## config.mk

```make
export PLATFORM = sky130hd
export DESIGN_NAME = sdram_arbiter
export DESIGN_NICKNAME = d
export VERILOG_FILES = /design/src/rtl/sdram_arbiter.sv
export SDC_FILE = /design/constraint.sdc
export NUM_CORES = 1
export LEC_CHECK = 0
export CAP_MARGIN = 20
export CORE_AREA = 3 3 123 125
export DETAILED_ROUTE_END_ITERATION = 8
export DIE_AREA = 0 0 126 128
export PLACE_DENSITY = 0.84
export SLEW_MARGIN = 20
export SYNTH_ARGS = -nofsm -noshare
export SYNTH_HDL_FRONTEND = slang
export SYNTH_SLANG_ARGS = --single-unit
```

## constraint.sdc

```tcl
create_clock -name clk_sdram -period 3.9 [get_ports clk_sdram]
set_clock_uncertainty 0.2 [all_clocks]
set_input_delay 0.585 -clock clk_sdram [delete_from_list [all_inputs] [get_ports clk_sdram]]
set_output_delay 0.585 -clock clk_sdram [all_outputs]
set_load 0.1 [all_outputs]
```

## src/rtl/sdram_arbiter.sv

```systemverilog
// Three-port SDRAM command arbiter: fixed-priority video with a bounded run,
// round-robin between rasterizer and CPU, one registered transaction in flight.
module sdram_arbiter #(
   parameter int ADDR_W        = 24,
   parameter int DATA_W        = 32,
   parameter int VIDEO_MAX_RUN = 4
) (
   input  logic                      clk_sdram,
   input  logic                      reset_i,
   input  logic [2:0]                req_i,
   input  logic [2:0]                we_i,
   input  logic [3*ADDR_W-1:0]       addr_i,
   input  logic [3*DATA_W-1:0]       wdata_i,
   input  logic [3*(DATA_W/8)-1:0]   wmask_i,
   output logic [2:0]                ack_o,
   output logic [DATA_W-1:0]         rdata_o,
   output logic                      cmd_valid_o,
   input  logic                      cmd_ready_i,
   output logic                      cmd_we_o,
   output logic [ADDR_W-1:0]         cmd_addr_o,
   output logic [DATA_W-1:0]         cmd_wdata_o,
   output logic [DATA_W/8-1:0]       cmd_wmask_o,
   input  logic                      rsp_valid_i,
   input  logic [DATA_W-1:0]         rsp_data_i
);

   localparam int MASK_W = DATA_W / 8;

   typedef enum logic [1:0] {
      IDLE    = 2'd0,
      ISSUE   = 2'd1,
      WAIT_RD = 2'd2
   } state_t;

   state_t              state_q, state_d;
   logic [1:0]          gnt_q, gnt_d;
   logic [1:0]          rr_last_q, rr_last_d;
   logic [2:0]          run_cnt_q, run_cnt_d;
   logic [1:0]          win;
   logic                others_pending;
   logic                video_wins;

   logic [2:0]          ack_d;
   logic [DATA_W-1:0]   rdata_d;
   logic                cmd_valid_d;
   logic                cmd_we_d;
   logic [ADDR_W-1:0]   cmd_addr_d;
   logic [DATA_W-1:0]   cmd_wdata_d;
   logic [MASK_W-1:0]   cmd_wmask_d;

   function automatic logic [2:0] sat_inc(input logic [2:0] v);
      return (v == 3'd7) ? v : v + 3'd1;
   endfunction

   // Video yields only once its run limit is hit and someone else is waiting.
   always_comb begin
      others_pending = |req_i[2:1];
      video_wins     = req_i[0] && (!others_pending || (int'(run_cnt_q) < VIDEO_MAX_RUN));
      if (video_wins)
         win = 2'd0;
      else if (rr_last_q == 2'd2)
         win = req_i[1] ? 2'd1 : 2'd2;
      else
         win = req_i[2] ? 2'd2 : 2'd1;
   end

   always_comb begin
      state_d     = state_q;
      gnt_d       = gnt_q;
      rr_last_d   = rr_last_q;
      run_cnt_d   = run_cnt_q;
      ack_d       = 3'b000;
      rdata_d     = rdata_o;
      cmd_valid_d = cmd_valid_o;
      cmd_we_d    = cmd_we_o;
      cmd_addr_d  = cmd_addr_o;
      cmd_wdata_d = cmd_wdata_o;
      cmd_wmask_d = cmd_wmask_o;
      case (state_q)
         IDLE: begin
            if (|req_i) begin
               state_d     = ISSUE;
               gnt_d       = win;
               cmd_valid_d = 1'b1;
               cmd_we_d    = we_i[win];
               cmd_addr_d  = addr_i[int'(win)*ADDR_W +: ADDR_W];
               cmd_wdata_d = wdata_i[int'(win)*DATA_W +: DATA_W];
               cmd_wmask_d = wmask_i[int'(win)*MASK_W +: MASK_W];
               if (win == 2'd0) begin
                  run_cnt_d = others_pending ? sat_inc(run_cnt_q) : 3'd0;
               end else begin
                  run_cnt_d = 3'd0;
                  rr_last_d = win;
               end
            end
         end
         ISSUE: begin
            if (cmd_ready_i) begin
               cmd_valid_d = 1'b0;
               if (cmd_we_o) begin
                  ack_d[gnt_q] = 1'b1;
                  state_d      = IDLE;
               end else begin
                  state_d = WAIT_RD;
               end
            end
         end
         WAIT_RD: begin
            if (rsp_valid_i) begin
               rdata_d      = rsp_data_i;
               ack_d[gnt_q] = 1'b1;
               state_d      = IDLE;
            end
         end
         default: state_d = IDLE;
      endcase
   end

   // Reset abandons any outstanding read; a late response lands in IDLE and is dropped.
   always_ff @(posedge clk_sdram) begin
      if (reset_i) begin
         state_q     <= IDLE;
         gnt_q       <= 2'd0;
         rr_last_q   <= 2'd2;
         run_cnt_q   <= 3'd0;
         ack_o       <= 3'b000;
         rdata_o     <= '0;
         cmd_valid_o <= 1'b0;
         cmd_we_o    <= 1'b0;
         cmd_addr_o  <= '0;
         cmd_wdata_o <= '0;
         cmd_wmask_o <= '0;
      end else begin
         state_q     <= state_d;
         gnt_q       <= gnt_d;
         rr_last_q   <= rr_last_d;
         run_cnt_q   <= run_cnt_d;
         ack_o       <= ack_d;
         rdata_o     <= rdata_d;
         cmd_valid_o <= cmd_valid_d;
         cmd_we_o    <= cmd_we_d;
         cmd_addr_o  <= cmd_addr_d;
         cmd_wdata_o <= cmd_wdata_d;
         cmd_wmask_o <= cmd_wmask_d;
      end
   end

endmodule

```

==> metrics.cfg, run 1 <==
[die]
dieWidth_um = 126
core_area_um2 = 14000
die_y_um = 128
io_pins = 319
start_util = 0.347
die-area_um2 = 16100
rows = 43

[clocking]
insertion_delay_ps = 340
hold_buffers = 0
cts_root_buffer = clkbuf_16
htree_levels = 3
post_cts_resized = 0
cts_tree = yes
cts_buffers = 9
cts_sinks = 106
cts.reportedPaths.clkPinSlew_ps = 70
clk_path_buf_depth = 2
postCtsSetupBuffers = 0

[sta]
grt_setup_unrepaired = no
hold_violations = 0
drv_slew = 0
clock.fmax_mhz = 366
fin_crit_sh = 0.701
setup_tns_ps = 0
min_period_ps = 2740
setup_viol = 0
max_slew_margin = 0.298
worstMarginPinSlew_ps = 1050

[power_and_ir_drop]
ir_drop_mv = 0.306
switching_power_mw = 2.49
p_clk_frac = 0.174
total_power_mw = 5.02
swShare = 0.496
p_per_area_nw_per_um2 = 608
power_frac_comb = 0.544
power.internal_mw = 2.53
p_leak_nw = 2.92
p_seq_frac = 0.283

[critical_path]
cp-start-kind = flip-flop
worst_ep_required_time_ps = 3120
arrival_ps = 1950
cp-end-kind = output port
worst_path_max_delay_cell = clkdlybuf4s50_1
r2r_setup_slack_ps = 1670
critical_path_buf_inv_count = 1
crit_path_max_incr_delay_ps = 1190
path_class = reg -> out
crit_cells = 1
r2r-end = cmd_addr_o[21]
path_cells = clkdlybuf4s50_1
crit_fanout = 4
crit_path_end = cmd_we_o
regToRegStartpoint = state_q[0]
r2r_cells = 7
cp_top_family = buffers and inverters
crit_path_start = cmd_we_o

[yosys]
synth.distinct_cells = 40
synth_area_um2 = 4860
synth-seq-cells = 106
yosysSeqAreaShare = 0.437
syn_inst = 498
syn_area_per_cell_um2 = 9.75
ys_warn_count = 0
synth.net_count = 725

[drt]
viasPerCell = 5.09
drt-total-wl_mm = 16.9
dr.pass1.iters = 5
vias = 4965
drc = 0
ant_nets = 0
wl_per_cell_um = 17.3
drtIter0Drc = 250

[global_routing]
grt_max_degree = 64
first_global_vias = 4916
grt_pass1_wl_mm = 26.2
grt-ovfl-total = 0
grtUsageTotal = 0.201
antenna_found_initial = 0

[hold_path]
hold_class = reg -> reg

[job]
max_cap_viol_count = 0

[final_layout]
instances_no_fill = 975
n_fill_cell = 1201
final_cell_mix = clkdlybuf4s50_1, dfxtp_1, nand2_1
drive_gt1_frac = 0.0415
finalNetCount = 1017
layout.cells.most_common = clkdlybuf4s50_1
postLayoutCellArea_um2 = 8260
antenna_cells = 0
syn_to_final_growth_pct = 70.1

[place]
io_buffers = 318
place_area_um2 = 7980
place_inst = 959
place_hpwl_mm = 12.8
gp_congestion = 0.833

[outcome]
status = finished, final reports clean

[worst min-delay path by stage]
stage / startpoint / end / slack [ps] / cells past startpoint
3_5_place_dp: rdata_o[3] / rdata_o[3] / 250 / 2
3_3_place_gp: rdata_o[2] / rdata_o[2] / 240 / 2
6_report: rdata_o[29] / rdata_o[29] / 250 / 2
2_1_floorplan: gnt_q[1] / ack_o[1] / 230 / 1
5_1_grt: rdata_o[12] / rdata_o[12] / 270 / 2
4_1_cts: rdata_o[3] / rdata_o[3] / 260 / 2
[Yosys cell counts (all sizes together)]
master / n / area share
dfxtp: 106 / 0.44
nand2: 74 / 0.057
mux2i: 64 / 0.13
o21ai: 62 / 0.065
a32oi: 61 / 0.11
a21oi: 36 / 0.037
buf: 36 / 0.073
clkbuf: 10 / 0.0077
nor2: 9 / 0.010
inv: 6 / 0.0046
ha: 5 / 0.013
nand2b: 4 / 0.0067
nor3b: 3 / 0.0057
a211oi: 2 / 0.0057
a22oi: 2 / 0.0031
nand3b: 2 / 0.0031
nor3: 2 / 0.0021
o31ai: 2 / 0.0059
a21boi: 1 / 0.0023
a221o: 1 / 0.0021
a221oi: 1 / 0.0031
a222oi: 1 / 0.0021
and2: 1 / 0.0013
and3b: 1 / 0.0018
nand3: 1 / 0.0010
nor2b: 1 / 0.0013
nor4: 1 / 0.0013
o311ai: 1 / 0.0018
o31a: 1 / 0.0018
or4b: 1 / 0.0021
[sequential cells by signal, indices dropped and copies added (netlist names)]
register / cells
ack_o: 3
cmd_addr_o: 24
cmd_valid_o: 1
cmd_wdata_o: 32
cmd_we_o: 1
cmd_wmask_o: 4
gnt_q: 2
rdata_o: 32
rr_last_q: 2
run_cnt_q: 3
state_q: 2
[tightest hold or removal path, delay by kind of cell (launching register included)]
| kind | cells | cell delay (ps) |
|---|---|---|
| DFF | 1 | 310 |
| and+or+nand+nor | 1 | 50 |
| AOI/OAI and AO/OA | 1 | 50 |
[metrics by stage]
stage / setup WS, ps / utilization / hold slack [ps]
floorplan: 1960 / - / 234
global placement: 1040 / 0.570 / 241
detailed placement: 909 / 0.570 / 245
CTS: 1120 / 0.591 / 255
global route: 1100 / 0.591 / 267
finish: 1160 / 0.591 / 252
[metal layers]
layer | global-route usage | vias to the layer above | part of all wire | wire [um]
li1 | - | 2433 | - | -
met1 | 0.235 | 2288 | 0.39 | 6540
met4 | 0.0644 | 0 | 0.018 | 305
met2 | 0.356 | 223 | 0.52 | 8710
met5 | 0 | - | 0 | 0
met3 | 0.0563 | 21 | 0.079 | 1340
[logic make-up after synthesis]
| family | Yosys count | share of synthesized area |
|---|---|---|
| buf+inv | 52 | 0.0853 |
| simple gates | 100 | 0.0935 |
| flops | 106 | 0.437 |
| fa+ha+maj | 5 | 0.0129 |
| mux | 64 | 0.132 |
| compound gates | 171 | 0.240 |
[power by group through the flow]
stage,registers (mW),clock network [mW],logic (mW)
3_5_place_dp,1.44,0,2.74
4_1_cts,1.42,0.896,2.74
5_1_grt,1.45,0.947,2.84
2_1_floorplan,2.81,0,0.663
6_report,1.42,0.871,2.73
3_3_place_gp,1.43,0,2.72
[cell type report]
class,count,area (um2),share of cell area
clock buffer,13,260,0.0315
clock inverter,3,22.5,0.00273
inverter,6,22.5,0.00273
multi-input combinational,340,2340,0.283
sequential,106,2120,0.257
tap,180,225,0.0273
timing repair buffer,327,3270,0.396
Power figures use the tool's default switching activity.
==> run 2, diff against run 1 <==
CORE_AREA = default   (was 3 3 123 125)
CORE_MARGIN = 3   (was default)
CORE_UTILIZATION = 33   (was default)
DIE_AREA = default   (was 0 0 126 128)
PLACE_DENSITY = 0.85   (was 0.84)
clock period = 2.4 ns   (was 3.9 ns; I/O delays follow)
==> run 2 against run 1 <==
Compared with the run above: power increased by 65%; hold slack improved by 4.7 ps; routed wire length increased by 1.9%; register-to-register slack got worse by 1200 ps; first-iteration DRC count increased by 6.0%; sequential power increased by 62%; global-route usage increased by 0.095 points; via count increased by 1.9%; sequential share of layout area increased by 0.22 points.
==> metrics.cfg, run 2 (synthesized netlist as in run 1, its figures left out) <==
[hold_path]
hold_class = reg -> reg  ; unchanged
whs_path_depth = 2  ; unchanged
hp-start = rdata_o[30]  ; was rdata_o[29]

[global_routing]
grt-ovfl-total = 0  ; unchanged
antenna_found_initial = 0  ; unchanged
grtUsageTotal = 0.202  ; was 0.201
grt_pass1_wl_mm = 26.2  ; about the same
grt_max_degree = 61  ; was 64
first_global_vias = 4930  ; was 4916

[clocking]
cts_root_buffer = clkbuf_16  ; unchanged
insertion_delay_ps = 340  ; about the same
post_cts_resized = 0  ; unchanged
cts_buffers = 9  ; unchanged
htree_levels = 3  ; unchanged
cts_sinks = 106  ; unchanged
postCtsSetupBuffers = 0  ; unchanged
clk_path_buf_depth = 2  ; unchanged
hold_buffers = 0  ; unchanged
cts_tree = yes  ; unchanged
cts.reportedPaths.clkPinSlew_ps = 70  ; about the same

[power_and_ir_drop]
switching_power_mw = 4.08  ; was 2.49 mW
swShare = 0.491  ; was 0.496
p_clk_frac = 0.189  ; was 0.174
p_seq_frac = 0.277  ; was 0.283
p_leak_nw = 3.17  ; was 2.92 nW
power_frac_comb = 0.534  ; was 0.544
ir_drop_mv = 0.574  ; was 0.306 mV
p_per_area_nw_per_um2 = 1010  ; was 608 nW/um2
power.internal_mw = 4.22  ; was 2.53 mW

[critical_path]
crit_cells = 7  ; was 1
crit_path_max_incr_delay_ps = 510  ; was 1190 ps
critical_path_buf_inv_count = 3  ; was 1
regToRegStartpoint = state_q[0]  ; unchanged
arrival_ps = 2090  ; was 1950 ps
crit_fanout = 60  ; was 4
cp_top_family = buffers and inverters  ; unchanged
crit_path_start = req_i[2]  ; was cmd_we_o
path_cells = clkdlybuf4s50_1, buf_4, o31a_1, nor2_4, buf_12, a32oi_1, o21ai_1  ; was clkdlybuf4s50_1
path_class = in -> reg  ; was reg -> out
worst_ep_required_time_ps = 2480  ; was 3120 ps
r2r_cells = 7  ; unchanged
worst_path_max_delay_cell = clkdlybuf4s50_1  ; unchanged
cp-start-kind = input port  ; was flip-flop
cp-end-kind = flip-flop  ; was output port

[sta]
fin_crit_sh = 0.840
drv_slew = 0  ; unchanged
hold_violations = 0  ; unchanged
min_period_ps = 2020
max_slew_margin = 0.655  ; was 0.298
worstMarginPinSlew_ps = 517  ; was 1050 ps
grt_setup_unrepaired = no  ; unchanged
setup_viol = 0  ; unchanged
clock.fmax_mhz = 496
setup_tns_ps = 0  ; unchanged

[final_layout]
drive_gt1_frac = 0.175  ; was 0.0415
finalNetCount = 1027  ; was 1017
antenna_cells = 0  ; unchanged
postLayoutCellArea_um2 = 8190  ; was 8260 um2
layout.cells.most_common = clkdlybuf4s50_1  ; unchanged
instances_no_fill = 984  ; was 975
largestRegisters = cmd_wdata_o x32, rdata_o x32, cmd_addr_o x24  ; unchanged
final_cell_mix = clkdlybuf4s50_1, buf_4, dfxtp_1  ; was clkdlybuf4s50_1, dfxtp_1, nand2_1
syn_to_final_growth_pct = 68.7  ; was 70.1%

[job]
max_cap_viol_count = 0  ; unchanged

[die]
die-area_um2 = 16200  ; was 16100 um2
die_y_um = 127  ; was 128 um
start_util = 0.343  ; was 0.347
io_pins = 319  ; unchanged
core_area_um2 = 14100  ; was 14000 um2
dieWidth_um = 127  ; was 126 um
rows = 43  ; unchanged

[drt]
ant_nets = 0  ; unchanged
drtIter0Drc = 265  ; was 250
drc = 0  ; unchanged
wl_per_cell_um = 17.5  ; was 17.3 um
drt-total-wl_mm = 17.2  ; was 16.9 mm
dr.pass1.iters = 6  ; was 5
vias = 5058  ; was 4965
viasPerCell = 5.14  ; was 5.09

[place]
place_hpwl_mm = 12.9  ; was 12.8 mm
gp_congestion = 0.826  ; was 0.833
io_buffers = 318  ; unchanged
place_area_um2 = 7880  ; was 7980 um2
place_inst = 969  ; was 959

[outcome]
status = finished, final reports clean  ; unchanged

## run 2: cell types whose count changed in the layout (fill, tap and decap cells not counted)
| cell | change |
|---|---|
| clkbuf_8 | -2 |
| inv_6 | -1 |
| clkinv_2 | -1 |
| buf_12 | +5 |
| bufinv_16 | +2 |
| buf_4 | +102 |
| clkinvlp_4 | +2 |
| clkdlybuf4s50_1 | -97 |
| clkbuf_1 | -2 |
| clkinv_4 | +1 |
## run 2: layout make-up
class	count	area (um2)
clock buffers	9	225
clock inverters	6	92.6
fillers	1272	5960
inverters	6	22.5
multi-input cells	340	2340
flip-flops and latches	106	2120
well taps	180	225
repair buffers	337	3170
## run 2: routing by layer
layer / routed length [um] / track usage / share of wire / up-vias
li1: - / - / - / 2452
met1: 6860 / 0.242 / 0.40 / 2375
met2: 8640 / 0.352 / 0.50 / 203
met3: 1300 / 0.0464 / 0.076 / 28
met4: 418 / 0.0763 / 0.024 / 0
met5: 0 / 0 / 0 / -
## run 2: power by group through the flow
stage          Clock, mW  Sequential, mW  Combinational, mW
3_3_place_gp           0            2.32               4.42
4_1_cts             1.63            2.30               4.45
6_report            1.57            2.30               4.43
5_1_grt             1.71            2.34               4.60
2_1_floorplan          0            4.57               1.08
3_5_place_dp           0            2.33               4.45
## run 2: worst reg2reg max path: stages (launching register included)
cell and delay, ps:
dfxtp_1 330, inv_1 90, ha_1 290, o31a_1 320
nor2_4 60, buf_12 200, a32oi_1 260, o21ai_1 90
## run 2: final timing paths
path,to,slack [ps]
max reg2reg,cmd_wmask_o[3],460
max,cmd_wmask_o[3],380
min,rdata_o[30],260
min reg2reg,rdata_o[30],260
## run 2: metrics by stage
step | hold slack (ps) | util | worst slack, ps | power, mW
after floorplan | 234 | - | 647 | 5.64
after global placement | 242 | 0.557 | 55.0 | 6.75
after detailed placement | 247 | 0.557 | 27.4 | 6.78
after CTS | 246 | 0.579 | 393 | 8.38
after global routing | 270 | 0.579 | 301 | 8.65
final | 257 | 0.579 | 384 | 8.30
